## src/rtl/mem_bus_arbiter.sv

```systemverilog
// Two-port Avalon-MM arbiter: port 0 (instruction fetch) and port 1 (data)
// share one downstream memory master. Each transfer costs one arbitration
// (IDLE) cycle followed by the bus cycle(s) of the granted port.
module mem_bus_arbiter #(
  parameter int FIXED_PRIORITY = 0   // 0: round-robin on ties, 1: port 1 wins ties
) (
  input  logic        clk,
  input  logic        reset,          // asynchronous, active low

  input  logic [31:0] m0_address,
  input  logic        m0_read,
  input  logic        m0_write,
  input  logic [31:0] m0_writedata,
  input  logic [3:0]  m0_byteenable,
  output logic        m0_waitrequest,

  input  logic [31:0] m1_address,
  input  logic        m1_read,
  input  logic        m1_write,
  input  logic [31:0] m1_writedata,
  input  logic [3:0]  m1_byteenable,
  output logic        m1_waitrequest,

  output logic [31:0] m_readdata,

  output logic [31:0] address,
  output logic        write,
  output logic        read,
  output logic [31:0] writedata,
  output logic [3:0]  byteenable,
  input  logic        waitrequest,
  input  logic [31:0] readdata,

  output logic [1:0]  grant
);

  typedef enum logic [1:0] {
    IDLE  = 2'd0,
    BUSY0 = 2'd1,
    BUSY1 = 2'd2
  } state_t;

  state_t      state_q, state_d;
  logic        last_grant_q, last_grant_d;  // port index of the most recent owner
  logic [1:0]  grant_q, grant_d;

  logic req0, req1;
  assign req0 = m0_read | m0_write;
  assign req1 = m1_read | m1_write;

  // Next-state: arbitrate only in IDLE; release on completion or on a dropped request
  always_comb begin
    state_d      = state_q;
    last_grant_d = last_grant_q;
    case (state_q)
      IDLE: begin
        if (req0 && req1) begin
          // Round-robin hands a tie to the port that did not own the bus last
          if ((FIXED_PRIORITY != 0) || (last_grant_q == 1'b0)) state_d = BUSY1;
          else                                                state_d = BUSY0;
        end else if (req0) begin
          state_d = BUSY0;
        end else if (req1) begin
          state_d = BUSY1;
        end
      end
      BUSY0:   if (!req0 || !waitrequest) state_d = IDLE;
      BUSY1:   if (!req1 || !waitrequest) state_d = IDLE;
      default: state_d = IDLE;
    endcase
    if (state_q == IDLE && state_d == BUSY0) last_grant_d = 1'b0;
    if (state_q == IDLE && state_d == BUSY1) last_grant_d = 1'b1;
    grant_d = {state_d == BUSY1, state_d == BUSY0};
  end

  // State, arbitration history and registered one-hot grant
  always_ff @(posedge clk or negedge reset) begin
    if (!reset) begin
      state_q      <= IDLE;
      last_grant_q <= 1'b1;   // port 0 wins the first tie after reset
      grant_q      <= 2'b00;
    end else begin
      state_q      <= state_d;
      last_grant_q <= last_grant_d;
      grant_q      <= grant_d;
    end
  end

  assign grant      = grant_q;
  assign m_readdata = readdata;

  // Downstream mux: owner's request passes through with no added latency;
  // a simultaneous read+write is issued as a write only
  always_comb begin
    address        = 32'h0;
    read           = 1'b0;
    write          = 1'b0;
    writedata      = 32'h0;
    byteenable     = 4'h0;
    m0_waitrequest = 1'b1;
    m1_waitrequest = 1'b1;
    case (state_q)
      BUSY0: begin
        address        = m0_address;
        write          = m0_write;
        read           = m0_read & ~m0_write;
        writedata      = m0_writedata;
        byteenable     = m0_byteenable;
        m0_waitrequest = waitrequest;
      end
      BUSY1: begin
        address        = m1_address;
        write          = m1_write;
        read           = m1_read & ~m1_write;
        writedata      = m1_writedata;
        byteenable     = m1_byteenable;
        m1_waitrequest = waitrequest;
      end
      default: ;
    endcase
  end

endmodule
```

## config.mk

```make
export PLATFORM = sky130hd
export DESIGN_NAME = mem_bus_arbiter
export DESIGN_NICKNAME = d
export VERILOG_FILES = /design/src/rtl/mem_bus_arbiter.sv
export SDC_FILE = /design/constraint.sdc
export NUM_CORES = 1
export LEC_CHECK = 0
export ABC_AREA = 1
export CAP_MARGIN = 20
export CORE_AREA = 5 5 105 107
export DETAILED_ROUTE_END_ITERATION = 16
export DIE_AREA = 0 0 110 112
export MAX_ROUTING_LAYER = met4
export PLACE_DENSITY = 0.69
export SLEW_MARGIN = 25
export SYNTH_ARGS = -nofsm -noshare
export SYNTH_HDL_FRONTEND = slang
export SYNTH_SLANG_ARGS = --single-unit
```

## constraint.sdc

```tcl
create_clock -name clk -period 1.5 [get_ports clk]
set_input_delay 0.225 -clock clk [delete_from_list [all_inputs] [get_ports clk]]
set_output_delay 0.225 -clock clk [all_outputs]
set_load 0.005 [all_outputs]
```

; ---- After elaboration in Yosys (flattened, before gate mapping)
; Cells that the tools add are included.
[totals]
word_cells = 39
output_inout_bits = 106
regBits = 5
in_bits = 175
[classes]
n_eq_ne = 4
reduce_logical = 10
muxes = 16
n_bitwise = 6
[ops]
columns = op, n
row1 = $pmux 32 s2, 2
row2 = $mux 2, 6
row3 = $pmux 4 s2, 1
row4 = $pmux 2 s3, 1
row5 = $eq 2x1->1 const B, 2
row6 = $eq 2x2->1 const B, 2
row7 = $mux 1, 4
row8 = $pmux 1 s2, 2
row9 = $logic_and 1x1->1, 3
row10 = $logic_not 1->1, 3
row11 = $and 1x1->1, 2
row12 = $logic_not 2->1, 1
row13 = $logic_or 1x1->1, 2
row14 = $not 1->1, 2
row15 = $or 1x1->1, 2
row16 = $reduce_bool 2->1, 1

; ---- Logic depth before layout (Yosys ltp)
; Gate-level depths: netlist of run 1.
[depth]
ltp_word = 9
mapped_depth = 11
ltp_nobuf = 10

; ---- Worst setup path after synthesis of run 1
; No wires, ideal clock.
[synth_path]
path_type = register to output
start = register state_q[1]
end = output address[0]
arrival_ns = 1.171
slack_ns = 0.104
path_buffers = 1
path_stages_with_launch = 6
path_cell_list = dfrtp_1 inv_1 ha_1 inv_2 clkbuf_1 a21oi_1
[synth_between]
elab_chain_len = 2
elab_cells_between_ends = 3
cone_classes = eq/ne (2) / mux (1)
[synth_lines]
columns = item, line_no
row1 = from (decl), 43  ; state_t state_q, state_d;
row2 = from (signal assigned), 83  ; state_q <= state_d;
row3 = $eq 2x2->1 or $eq 2x1->1 (tied branches), 102  ; case (state_q)
row4 = $pmux 32 s2 *, 102
row5 = to (decl), 26  ; output logic [31:0] address,
; Mark *: on every way between the ends. The rest lies on a longest branch, timed or not.

; ---- Final worst setup path of run 1
[layout_path]
start = register state_q[1]
end = output address[30]
; Same word-level chain as after synthesis.

==> results.tsv, run 1 <==
metric	value	unit
largest fanout on the critical path	7	
Die Y-Extent	112	um
Routed Antenna Nets	0	
initial antenna violation count	0	
CTS Sinks	5	
crit path launch type	flop	
r2r setup slk	-200	ps
CP bufs+invs	5	
crit path max-delay cell type	dfrtp_1	
syn nets	493	
routing usage on met2	0.239	
Leak	2.00	nW
dpl cells	629	
die area	0.0123	mm2
DRC viols	0	
clock latency on the worst-skew pair	220	ps
Setup CP Type	flop to output port	
Top delay family on crit path	buffers and inverters	
root buf cell	clkbuf_8	
Routed WL	11.0	mm
Seq/Total Area, Yosys	0.0792	
Min-Delay Path Class	input pin to async pin	
Place WS	-538	ps
initial core utilization	0.159	
CP cell instances	inv_2 > ha_4 > buf_6 > buf_12 > clkbuf_16 > nand2_2 > a21oi_2 > buf_2	
Pre-antenna DRT Iters	4	
nets@finish	720	
via count	2890	
outcome	finished with violations	
Max Buffers Root-to-Sink	2	
leading area contributor after synthesis	nand2_1	
final non-filler cell total	676	
Power Dens Cells	1480	mW/mm2
post-layout util	0.455	
Layout Skew	0.676	ps
Max-cap violations	0	
number of global-route vias before repair	2704	
Num CTS Buffers	3	
area grow syn2layout	187	%
Rel. slew slack	0.840	
Fin. Hold Viols	0	
PortBufs	216	
worst stage delay on the critical path	400	ps
met1 Resource Use GR	0.162	
chip width	110	um
CTS Hold Buffers Added	0	
RSZ-0062 raised after global routing	yes	
fin worst setup slack	-357	ps
YS warnings	0	
Row Count	37	
worst slew pin tran	240	ps
WP data required	1270	ps
remaining global-route overflow	0	
largest net degree at the start of global routing	29	
DR vias/cell	4.28	
final setup fails	77	
Yosys reg bits	5	
f_max	538	MHz
Critical Path AT	1630	ps
most common library cell in the layout ignoring fill and taps	clkdlybuf4s50_1	
reg2reg start	state_q[1]	
failing checks	negative setup slack	
Syn Inst Count	314	
top cell type's share of synthesized area	0.353	
total inserted antenna cells	0	
first-pass GRT wire length	13.6	mm
Final period util	1.24	
final critical-path required period	1860	ps
H-tree Lvls	1	
Post-DP Area	0.00381	mm2
Crit. End Element	output port	
Total GRT Usage	0.140	
GRT busiest layer	met2	
max-slew violations	0	
fraction of layout cells with a size suffix above 1	0.489	
final non-filler cell area	0.00457	mm2
placer congestion estimate	0.837	
I/O pin total	281	
clock transition at the registers of the reported paths	40	ps
peak supply drop	0.000759	V
hpwl dp	7.34	mm
worst r2r dst	last_grant_q	
Synth area leaders	nand2_1, a21oi_1, buf_4, dfrtp_1, buf_2	
setup TNS	-20210	ps
Synth Area per Inst	5.08	um2
Reg2Reg Depth	13	
commonest cells after routing, fill and taps aside	clkdlybuf4s50_1, nand2_1, buf_2	
met3 GRT Util	0.0348	
CTS tree	yes	
core area	0.0100	mm2
Netlist cell types	17	
mean routed wirelength per cell	16.3	um
drt initial violations	195	
Post-Syn Area	0.00160	mm2
==> power by group <==
part	internal, mW	leakage [nW]	switching [mW]	total, mW
sequential	0.202	0.0624	0.0382	0.240
combinational	3.22	1.91	3.05	6.28
clock	0.183	0.0228	0.0698	0.253
total	3.61	2.00	3.16	6.77
==> cells in the mapped netlist <==
| cell | n |
|---|---|
| ha_1 | 4 |
| nor2_4 | 1 |
| nand2_2 | 5 |
| nand3_1 | 6 |
| nor2_1 | 2 |
| nand3_2 | 2 |
| inv_1 | 8 |
| buf_2 | 15 |
| dfstp_2 | 1 |
| dfrtp_1 | 4 |
| nand2_1 | 150 |
| buf_4 | 33 |
| inv_2 | 4 |
| nor3_1 | 1 |
| clkbuf_1 | 7 |
| a21oi_1 | 70 |
| nand4_1 | 1 |
==> per-layer routing <==
layer  wire length (um)  part of all wire
met5                  0                 0
met4                224             0.020
met2               5440              0.49
met3                917             0.083
met1               4440              0.40
==> registers in the layout (all words and copies together), names as in the netlist <==
name,cells
grant,2
last_grant_q,1
state_q,2
==> worst reg2reg max path, cell delays in order (launching register included) <==
cell and delay (ps):
dfrtp_1 400, inv_2 120, ha_4 190, buf_6 150, buf_12 110, buf_8 120
nand2_2 60, nand2_2 70, nand3_2 60, nand2_2 80, inv_2 60, nor2_4 90
nand3_2 60, nand2_1 60
==> worst max-delay path by stage <==
stage | start | cells past startpoint | endpoint
finish | state_q[1] | 8 | address[30]
CTS | state_q[1] | 6 | writedata[21]
detailed placement | state_q[0] | 6 | writedata[29]
global route | state_q[1] | 8 | address[14]
global placement | state_q[0] | 6 | writedata[29]
floorplan | state_q[1] | 5 | address[0]
==> per-stage QoR <==
step / power, mW / hold slack [ps]
4_1_cts: 5.05 / 237
2_1_floorplan: 2.09 / -70.6
3_5_place_dp: 4.59 / 450
6_report: 6.77 / 229
5_1_grt: 7.25 / 245
3_3_place_gp: 4.52 / 450
==> cell type report <==
cell class,instances,area (um2)
tap,136,170
inverter,12,52.6
timing repair buffer,277,2610
multi-input combinational,242,1570
fill,991,5480
clock buffer,4,45.0
sequential,5,126
==> what timing repair did <==
action / 4_1_cts / 5_1_grt
pin swaps: 0 / 55
buffers inserted: 12 / 22
endpoints found under the hold margin: 0 / 0
cloned: 0 / 9
resized for setup: 238 / 210
endpoints found under the setup margin: 76 / 76
==> cell families (layout without fill, tap and decap cells) <==
group,Yosys count,in the layout,synth area share
AO/OA/AOI/OAI,70,70,0.220
adder cells (fa/ha/maj),4,4,0.0314
buffers and inverters,67,293,0.247
flip-flops,5,5,0.0792
AND/OR/NAND/NOR,168,168,0.423
Power figures use the tool's default switching activity.
==> run 2, diff against run 1 <==
--- a/config.mk
+++ b/config.mk
@@ -12,6 +12,8 @@
 export DIE_AREA = 0 0 110 112
 export MAX_ROUTING_LAYER = met4
 export PLACE_DENSITY = 0.69
+export SETUP_SLACK_MARGIN = 0.4
+export SKIP_LAST_GASP = 1
 export SLEW_MARGIN = 25
 export SYNTH_ARGS = -nofsm -noshare
 export SYNTH_HDL_FRONTEND = slang
==> results.tsv, run 2 (same netlist as run 1, synthesis figures left out) <==
metric	value	unit	change
number of global-route vias before repair	3024		+12%
Pre-antenna DRT Iters	5		+1
Critical Path AT	1700	ps	+70 ps
Fin. Hold Viols	0		unchanged
chip width	110	um	unchanged
largest net degree at the start of global routing	20		-31%
WP data required	1270	ps	about the same
initial core utilization	0.159		unchanged
Row Count	37		unchanged
hpwl dp	7.02	mm	-4.4%
total inserted antenna cells	0		unchanged
root buf cell	clkbuf_8		
PortBufs	216		unchanged
DRC viols	0		unchanged
fin worst setup slack	-427	ps	-70.0 ps
max-slew violations	0		unchanged
remaining global-route overflow	0		unchanged
Routed Antenna Nets	0		unchanged
clock transition at the registers of the reported paths	40	ps	about the same
area grow syn2layout	228	%	
Die Y-Extent	112	um	unchanged
Rel. slew slack	0.821		-0.0189
WHS	235	ps	+5.48 ps
nets@finish	729		+1.3%
Total GRT Usage	0.168		+0.0277
Num CTS Buffers	3		unchanged
Min-Delay Path Class	input pin to async pin		
first-pass GRT wire length	15.7	mm	+16%
RSZ-0062 raised after global routing	yes		
clock latency on the worst-skew pair	230	ps	about the same
final non-filler cell area	0.00524	mm2	+15%
Crit. End Element	output port		
DR vias/cell	4.46		+4.3%
Setup CP Type	flop to output port		
outcome	finished with violations		
core area	0.0100	mm2	unchanged
via count	3055		+5.7%
Layout Skew	1.88	ps	+1.20 ps
initial antenna violation count	0		unchanged
largest fanout on the critical path	8		+1
placer congestion estimate	0.800		-4.5%
Post-DP Area	0.00387	mm2	+1.6%
die area	0.0123	mm2	unchanged
commonest cells after routing, fill and taps aside	clkdlybuf4s50_1, nand2_1, buf_2		
Max Buffers Root-to-Sink	2		unchanged
Routed WL	12.8	mm	+16%
mean routed wirelength per cell	18.7	um	+15%
f_max	519	MHz	-3.6%
Power Dens Cells	1710	mW/mm2	+15%
most common library cell in the layout ignoring fill and taps	clkdlybuf4s50_1		
CTS Sinks	5		unchanged
drt initial violations	121		-38%
failing checks	negative setup slack		
Leak	2.29	nW	+15%
worst slew pin tran	269	ps	+29.2 ps
peak supply drop	0.000889	V	+17%
final setup fails	77		unchanged
crit path launch type	flop		
H-tree Lvls	1		unchanged
final critical-path required period	1930	ps	+70.0 ps
I/O pin total	281		unchanged
Final period util	1.28		+0.0466
Max-cap violations	0		unchanged
CTS tree	yes		
fraction of layout cells with a size suffix above 1	0.541		+0.0521
## run 2: area by class of cell
type	instances	area, um2
Fill cell	945	4810
Timing Repair Buffer	286	3090
Multi-Input combinational cell	242	1760
Tap cell	136	170
Sequential cell	5	128
Inverter	12	52.6
Clock buffer	4	45.0
## run 2: worst paths after layout
path / cells after the start / slack [ps] / to / from
setup / recovery: 8 / -430 / address[4] / state_q[0]
hold / removal: 1 / 230 / state_q[1] / reset
setup reg to reg: 14 / -410 / last_grant_q / state_q[0]
hold reg to reg: 2 / 490 / last_grant_q / last_grant_q
max in group asynchronous: 1 / 1000 / last_grant_q / reset
min in group clk: 0 / 450 / m_readdata[13] / readdata[13]
## run 2: power by group
group / switching [mW] / total [mW] / internal (mW)
combinational: 3.88 / 8.43 / 4.55
sequential: 0.0526 / 0.257 / 0.204
clock: 0.0740 / 0.257 / 0.183
total: 4.01 / 8.94 / 4.94
## run 2: timing repair
item                                    4_1_cts  5_1_grt
setup buffers                                18       11
gates resized for setup                     307      171
pin swaps                                     7       40
endpoints found under the setup margin       79       77
gates cloned                                 13       14
hold buffers                                  0        0
## run 2: worst max-delay path, stage by stage (launching register included)
cell and delay (ps):
dfrtp_2 440, inv_4 100, ha_4 150, buf_8 140, buf_12 130, buf_16 140
nand2_2 60, a21oi_2 110, clkdlybuf4s15_2 210
## run 2: layer usage
metal / routed length [um] / vias up / track usage
met5: 0 / - / -
met4: 387 / 0 / 0.0449
met3: 900 / 45 / 0.0249
met2: 6560 / 152 / 0.311
met1: 4970 / 1416 / 0.182
li1: - / 1442 / -
## run 2: metrics by stage
stage	util	worst slack [ps]	std cells	power [mW]	setup TNS [ps]
2_1_floorplan	-	168	314	2.56	0
6_report	0.521	-427	685	8.94	-24780
4_1_cts	0.441	-412	660	7.08	-25470
3_3_place_gp	0.385	-468	625	4.53	-26030
3_5_place_dp	0.385	-465	625	4.61	-28340
5_1_grt	0.521	-517	685	9.45	-30190
